[src/rtl/cpld_slave_if_if.sv]
`timescale 1ns/1ps
// Purpose : serial-link and board-I/O bundle for the CPLD slave; the host/bench side uses master, the design uses slave.
// Latency : none; this only groups wires.
// Backpr. : none; the serial link is free-running and outputs are level/pulse signals.
// Signals : cpld_rstn/clk/load/mosi (host -> slave), cpld_miso (slave -> host),
//           sw (switch levels in), led/seg/an (display drive out), frame/frame_err (status out).
interface cpld_slave_if_if;
    logic       cpld_rstn_i;
    logic       cpld_clk_i;
    logic       cpld_load_i;
    logic       cpld_mosi_i;
    logic       cpld_miso_o;
    logic [7:0] sw_i;
    logic [7:0] led_o;
    logic [7:0] seg_o;
    logic [1:0] an_o;
    logic       frame_o;
    logic       frame_err_o;

    modport slave (
        input  cpld_rstn_i, cpld_clk_i, cpld_load_i, cpld_mosi_i, sw_i,
        output cpld_miso_o, led_o, seg_o, an_o, frame_o, frame_err_o
    );

    modport master (
        output cpld_rstn_i, cpld_clk_i, cpld_load_i, cpld_mosi_i, sw_i,
        input  cpld_miso_o, led_o, seg_o, an_o, frame_o, frame_err_o
    );
endinterface

[src/rtl/cpld_slave_if.sv]
`timescale 1ns/1ps
// Purpose : 16-slot serial slave; receives LED/segment frames, returns switch levels, flags framing errors.
// Latency : 4 clk_i cycles from a cpld_clk_i falling pin edge to led_o/seg_o/an_o/frame_o (2 sync + detect + register).
// Backpr. : none; the host owns the serial clock and every frame is accepted.
// Ports   : clk_i/rst_i plain (sync, active-high); bus (slave modport) carries the serial link,
//           sw_i in, and led_o/seg_o (active-low)/an_o (active-low)/frame_o/frame_err_o out.
module cpld_slave_if (
    input  logic           clk_i,
    input  logic           rst_i,
    cpld_slave_if_if.slave bus
);
    // Synchronizers that only rst_i may clear (the host reset cannot clear its own synchronizer).
    logic [1:0]  rstn_sync_q, rstn_sync_d;
    logic [7:0]  sw_s1_q, sw_s1_d, sw_s2_q, sw_s2_d;

    // Link synchronizers: [0] first stage, [1] synchronized, [2] one cycle later.
    // For the clock, [2] is the edge-detect history; load/mosi [2] stay aligned with the registered pulses.
    logic [2:0]  clk_sync_q, clk_sync_d;
    logic [2:0]  load_sync_q, load_sync_d;
    logic [2:0]  mosi_sync_q, mosi_sync_d;
    logic        rise_q, rise_d, fall_q, fall_d;

    logic [15:0] rx_q, rx_d, tx_q, tx_d;
    logic [3:0]  slot_q, slot_d;
    logic        parity_q, parity_d;
    logic [7:0]  led_q, led_d, seg_q, seg_d;
    logic [1:0]  an_q, an_d;
    logic        frame_q, frame_d, err_q, err_d, miso_q, miso_d;

    logic        core_rst;
    logic        frame_end;
    logic        frame_bad;

    assign core_rst = rst_i | ~rstn_sync_q[1];

    always_comb begin
        rstn_sync_d = {rstn_sync_q[0], bus.cpld_rstn_i};
        sw_s1_d     = bus.sw_i;
        sw_s2_d     = sw_s1_q;
        clk_sync_d  = {clk_sync_q[1:0],  bus.cpld_clk_i};
        load_sync_d = {load_sync_q[1:0], bus.cpld_load_i};
        mosi_sync_d = {mosi_sync_q[1:0], bus.cpld_mosi_i};

        rise_d = clk_sync_q[1] & ~clk_sync_q[2];
        fall_d = ~clk_sync_q[1] & clk_sync_q[2];

        // A fall with load high ends a frame; load at the wrong slot, or a missing load at
        // slot 15, is a framing error. Both can be true at once and both take effect.
        frame_end = fall_q & load_sync_q[2];
        frame_bad = fall_q & (load_sync_q[2] ? (slot_q != 4'd15) : (slot_q == 4'd15));

        rx_d = rx_q;
        if (rise_q) begin
            rx_d = {mosi_sync_q[2], rx_q[15:1]};
        end

        slot_d = slot_q;
        tx_d   = tx_q;
        if (fall_q) begin
            slot_d = frame_end ? 4'd0 : slot_q + 4'd1;  // natural 15->0 wrap
            tx_d   = frame_end ? {8'h00, sw_s2_q} : {1'b0, tx_q[15:1]};
        end

        parity_d = parity_q;
        led_d    = led_q;
        seg_d    = seg_q;
        an_d     = an_q;
        if (frame_end) begin
            parity_d = ~parity_q;
            led_d    = rx_q[7:0];
            seg_d    = ~rx_q[15:8];
            an_d     = parity_q ? 2'b10 : 2'b01;
        end

        frame_d = frame_end;
        err_d   = err_q | frame_bad;
        miso_d  = tx_d[0];
    end

    always_ff @(posedge clk_i) begin
        if (rst_i) begin
            rstn_sync_q <= 2'b11;
            sw_s1_q     <= 8'h00;
            sw_s2_q     <= 8'h00;
        end else begin
            rstn_sync_q <= rstn_sync_d;
            sw_s1_q     <= sw_s1_d;
            sw_s2_q     <= sw_s2_d;
        end
    end

    always_ff @(posedge clk_i) begin
        if (core_rst) begin
            clk_sync_q  <= 3'b000;
            load_sync_q <= 3'b000;
            mosi_sync_q <= 3'b000;
            rise_q      <= 1'b0;
            fall_q      <= 1'b0;
            rx_q        <= 16'h0000;
            tx_q        <= 16'h0000;
            slot_q      <= 4'd0;
            parity_q    <= 1'b0;
            led_q       <= 8'h00;
            seg_q       <= 8'hFF;
            an_q        <= 2'b11;
            frame_q     <= 1'b0;
            err_q       <= 1'b0;
            miso_q      <= 1'b0;
        end else begin
            clk_sync_q  <= clk_sync_d;
            load_sync_q <= load_sync_d;
            mosi_sync_q <= mosi_sync_d;
            rise_q      <= rise_d;
            fall_q      <= fall_d;
            rx_q        <= rx_d;
            tx_q        <= tx_d;
            slot_q      <= slot_d;
            parity_q    <= parity_d;
            led_q       <= led_d;
            seg_q       <= seg_d;
            an_q        <= an_d;
            frame_q     <= frame_d;
            err_q       <= err_d;
            miso_q      <= miso_d;
        end
    end

    assign bus.cpld_miso_o = miso_q;
    assign bus.led_o       = led_q;
    assign bus.seg_o       = seg_q;
    assign bus.an_o        = an_q;
    assign bus.frame_o     = frame_q;
    assign bus.frame_err_o = err_q;
endmodule

[src/flat_wrapper.sv]
// flat-port wrapper written by rule: the top's interface ports become plain ports
module cpld_slave_if_flat 
  (clk_i, rst_i, bus_cpld_rstn_i, bus_cpld_clk_i, bus_cpld_load_i, bus_cpld_mosi_i, bus_sw_i, bus_cpld_miso_o, bus_led_o, bus_seg_o, bus_an_o, bus_frame_o, bus_frame_err_o);
  cpld_slave_if_if bus_i ();
  input  logic clk_i;
  input  logic rst_i;
  input wire logic [$bits(bus_i.cpld_rstn_i)-1:0] bus_cpld_rstn_i;
  input wire logic [$bits(bus_i.cpld_clk_i)-1:0] bus_cpld_clk_i;
  input wire logic [$bits(bus_i.cpld_load_i)-1:0] bus_cpld_load_i;
  input wire logic [$bits(bus_i.cpld_mosi_i)-1:0] bus_cpld_mosi_i;
  input wire logic [$bits(bus_i.sw_i)-1:0] bus_sw_i;
  output wire logic [$bits(bus_i.cpld_miso_o)-1:0] bus_cpld_miso_o;
  output wire logic [$bits(bus_i.led_o)-1:0] bus_led_o;
  output wire logic [$bits(bus_i.seg_o)-1:0] bus_seg_o;
  output wire logic [$bits(bus_i.an_o)-1:0] bus_an_o;
  output wire logic [$bits(bus_i.frame_o)-1:0] bus_frame_o;
  output wire logic [$bits(bus_i.frame_err_o)-1:0] bus_frame_err_o;
  assign bus_i.cpld_rstn_i = bus_cpld_rstn_i;
  assign bus_i.cpld_clk_i = bus_cpld_clk_i;
  assign bus_i.cpld_load_i = bus_cpld_load_i;
  assign bus_i.cpld_mosi_i = bus_cpld_mosi_i;
  assign bus_i.sw_i = bus_sw_i;
  assign bus_cpld_miso_o = bus_i.cpld_miso_o;
  assign bus_led_o = bus_i.led_o;
  assign bus_seg_o = bus_i.seg_o;
  assign bus_an_o = bus_i.an_o;
  assign bus_frame_o = bus_i.frame_o;
  assign bus_frame_err_o = bus_i.frame_err_o;
  cpld_slave_if u_core (.clk_i(clk_i), .rst_i(rst_i), .bus(bus_i));
endmodule
[config.mk]
export PLATFORM = sky130hd
export DESIGN_NAME = cpld_slave_if_flat
export DESIGN_NICKNAME = d
export VERILOG_FILES = /design/src/rtl/cpld_slave_if_if.sv /design/src/rtl/cpld_slave_if.sv /design/src/flat_wrapper.sv
export SDC_FILE = /design/constraint.sdc
export NUM_CORES = 1
export LEC_CHECK = 0
export CELL_PAD_IN_SITES_DETAIL_PLACEMENT = 0
export CELL_PAD_IN_SITES_GLOBAL_PLACEMENT = 1
export CORE_ASPECT_RATIO = 0.5
export CORE_MARGIN = 4
export CORE_UTILIZATION = 42
export DETAILED_ROUTE_END_ITERATION = 16
export PLACE_DENSITY_LB_ADDON = 0.05
export SLEW_MARGIN = 20
export SYNTH_ARGS = -nofsm -noshare
export SYNTH_HDL_FRONTEND = slang
export SYNTH_SLANG_ARGS = --single-unit
[constraint.sdc]
create_clock -name clk_i -period 1.3 [get_ports clk_i]
set_input_delay 0.195 -clock clk_i [delete_from_list [all_inputs] [get_ports clk_i]]
set_output_delay 0.195 -clock clk_i [all_outputs]
set_load 0.02 [all_outputs]
==> results.json <==
{
  "tightest_slew_ps": 230,
  "crit_required_ps": 1110,
  "syn_area_per_cell_um2": 10.7,
  "cts_buffers": 9,
  "synth_cell_type_count": 30,
  "hpwl_um": 2770,
  "crit_family": "flip-flops",
  "row_count": 20,
  "synthesis.nets": 261,
  "rsz0062_at_grt": "false",
  "initial_core_util_pct": 43.3,
  "antenna_found_initial": 0,
  "synthFlopType": "dfxtp_1",
  "synth_compound_area_share_pct": 7.12,
  "io_pins": 35,
  "period_share_pct": 93.1,
  "synth_edf_count": 0,
  "vias": 1669,
  "critPathMaxStageDelay_ps": 350,
  "antenna_left": 0,
  "p_total_w": 0.00525,
  "yosysTopAreaCell": "dfxtp_1",
  "port_buffers": 34,
  "grt_pass1_vias": 1701,
  "routabilityCongestion": 0.717,
  "multi_input_area_um2": 955,
  "worstSetupPathType": "reg -> out",
  "leakagePower_nw": 1.31,
  "syn_area_um2": 2620,
  "synth-simple-area-share_pct": 18.7,
  "final_cells": 377,
  "clk_latency_ps": 330,
  "cts_hold_buffers": 0,
  "cts.sinks": 78,
  "finalCriticalPeriod_ps": 1210,
  "die-width_um": 120,
  "synthCells": 246,
  "synth_area_leaders": "dfxtp_1 (60%), mux2i_1 (8.8%), nor2_1 (4.4%)",
  "area_growth_pct": 27.9,
  "worstPathCellList": "dlygate4sd2_1",
  "grt.overflow.total": 0,
  "yosys-top-cells-count": "dfxtp_1 (78), nor2_1 (31), nand2_1 (26), mux2i_1 (23), nor2b_1 (15)",
  "ys_seq_elements": 78,
  "synth_top_family_by_area": "simple AND/OR/NAND/NOR gates",
  "cp_slowest_cell": "dfxtp_1",
  "wirelength_um": 4100,
  "cp.arrival_ps": 1020,
  "fmaxAchievable_ghz": 0.826,
  "cts-root-buf": "clkbuf_16",
  "async_reset_ff_share_pct": 0,
  "route.detailed.drc": 0,
  "die_h_um": 63.9,
  "hold_path_class": "reg -> reg",
  "maxCapViolCount": 0,
  "register_area_um2": 1560,
  "skew_ps": 2.98,
  "cp-end-kind": "primary output",
  "grt_max_degree": 21,
  "drt_iter0_drc": 91,
  "cts_buffer_depth": 2,
  "routed_via_density": 4.43,
  "layout.nets": 300,
  "critPathMaxFanout": 2,
  "clkTransAtPathRegs_ps": 50,
  "track_usage_pct": 12.8,
  "n_antenna_cell": 0,
  "htreeDepth": 3,
  "cts_tree": "done",
  "dp.cells": 362,
  "synthMuxAreaShare_pct": 8.79,
  "synth.most_common_cell": "dfxtp_1",
  "die-area_um2": 7640,
  "cp-start-kind": "register",
  "cp_num_buf_inv": 1,
  "netlist.area_leader.share_pct": 59.6,
  "seq_area_frac_synth_pct": 59.6,
  "synth-xor-area-share_pct": 1.34,
  "grt_pass1_wl_um": 7530,
  "slew_headroom_pct": 84.7,
  "ir_worst_vdd_uv": 985,
  "core_region_area_um2": 6060,
  "status": "finished clean",
  "ys_warn_count": 0,
  "fin_setup_tns_ps": 0,
  "setup_violations": 0,
  "firstDrtPassIters": 4,
  "nFillCells": 556,
  "final-hold-violation-count": 0,
  "drive_gt1_share_pct": 10.7,
  "synth_adder_area_share_pct": 0.478,
  "slew_viol_final": 0,
  "p_per_area_nw_per_um2": 1570,
  "wl_per_cell_um": 10.9
}
where the power goes:
group | switching (W) | internal, W
combinational | 0.0000703 | 0.0000878
sequential | 0.0000117 | 0.00243
clock | 0.000883 | 0.00176
metrics by stage:
step                      util (%)  area (µm²)  worst slack [ps]  hold slack, ps
after CTS                     55.3        3350              57.9             399
after floorplan                  -        2620               219             299
after detailed placement      50.4        3050              -149             394
after global placement        50.4        3050              -122             396
after global routing          55.3        3350              28.7             406
final                         55.3        3350              89.4             408
final timing paths:
check	startpoint	endpoint	slack, ps	cells after the start
setup reg to reg	u_core.slot_q[0]	u_core.bus.frame_err_o	160	3
hold reg to reg	u_core.clk_sync_q[1]	u_core.fall_q	410	1
setup / recovery	u_core.bus.an_o[0]	bus_an_o[0]	90	1
hold / removal	u_core.clk_sync_q[1]	u_core.fall_q	410	1
repair_timing:
action,4_1_cts,5_1_grt
gates resized for setup,21,1
endpoints found under the setup margin,21,1
gates cloned,0,0
endpoints found under the hold margin,0,0
buffers inserted,0,0
layout by cell type (no fill, tap or decap), types with 4 or more instances in the layout:
master           netlist  layout
o211ai_1               8       8
and2_1                10       9
a21oi_1               10      10
nand2_1               26      26
dfxtp_1               78      78
buf_4                  2       9
mux2i_1               23      23
nor2_1                31      31
nor2b_1               15      15
clkbuf_16              0       9
clkdlybuf4s50_1        0      13
and2b_1                4       4
dlygate4sd2_1          0      21
a211oi_1               7       7
sequential cells by signal (all words and copies together) (netlist names), 4 cells and up:
| name | cells |
|---|---|
| u_core.slot_q | 4 |
| u_core.bus.seg_o | 8 |
| u_core.rx_q | 16 |
| u_core.sw_s1_q | 8 |
| u_core.sw_s2_q | 8 |
| u_core.tx_q | 7 |
| u_core.bus.led_o | 8 |
layout make-up:
cell class / instances / share of cell area [%]
clock buffers: 11 / 7.54
repair buffers: 44 / 12.0
flip-flops and latches: 78 / 46.6
well taps: 88 / 3.29
clock inverters: 4 / 2.09
multi-input cells: 152 / 28.5
kinds of logic after synthesis:
family / count (synthesis)
AO/OA/AOI/OAI: 28
flip-flops: 78
buffers and inverters: 16
XOR/XNOR: 4
AND/OR/NAND/NOR: 96
adder cells (fa/ha/maj): 1
multiplexers: 23
metal layers:
metal  up-vias  part of all wire (%)  track usage, %
li1        885                     -               -
met1       743                    49            14.4
met2        31                    43            20.1
met3        10                   6.3            7.34
met4         0                   1.7            5.56
met5         -                     0               0
worst register-to-register path: cells and delay by family, from the launching register on:
family / cells / cell delay (ps)
and+or+nand+nor: 1 / 150
adders and majority gates: 1 / 180
AOI/OAI and AO/OA: 1 / 320
DFF: 1 / 370
Power figures use the tool's default switching activity.
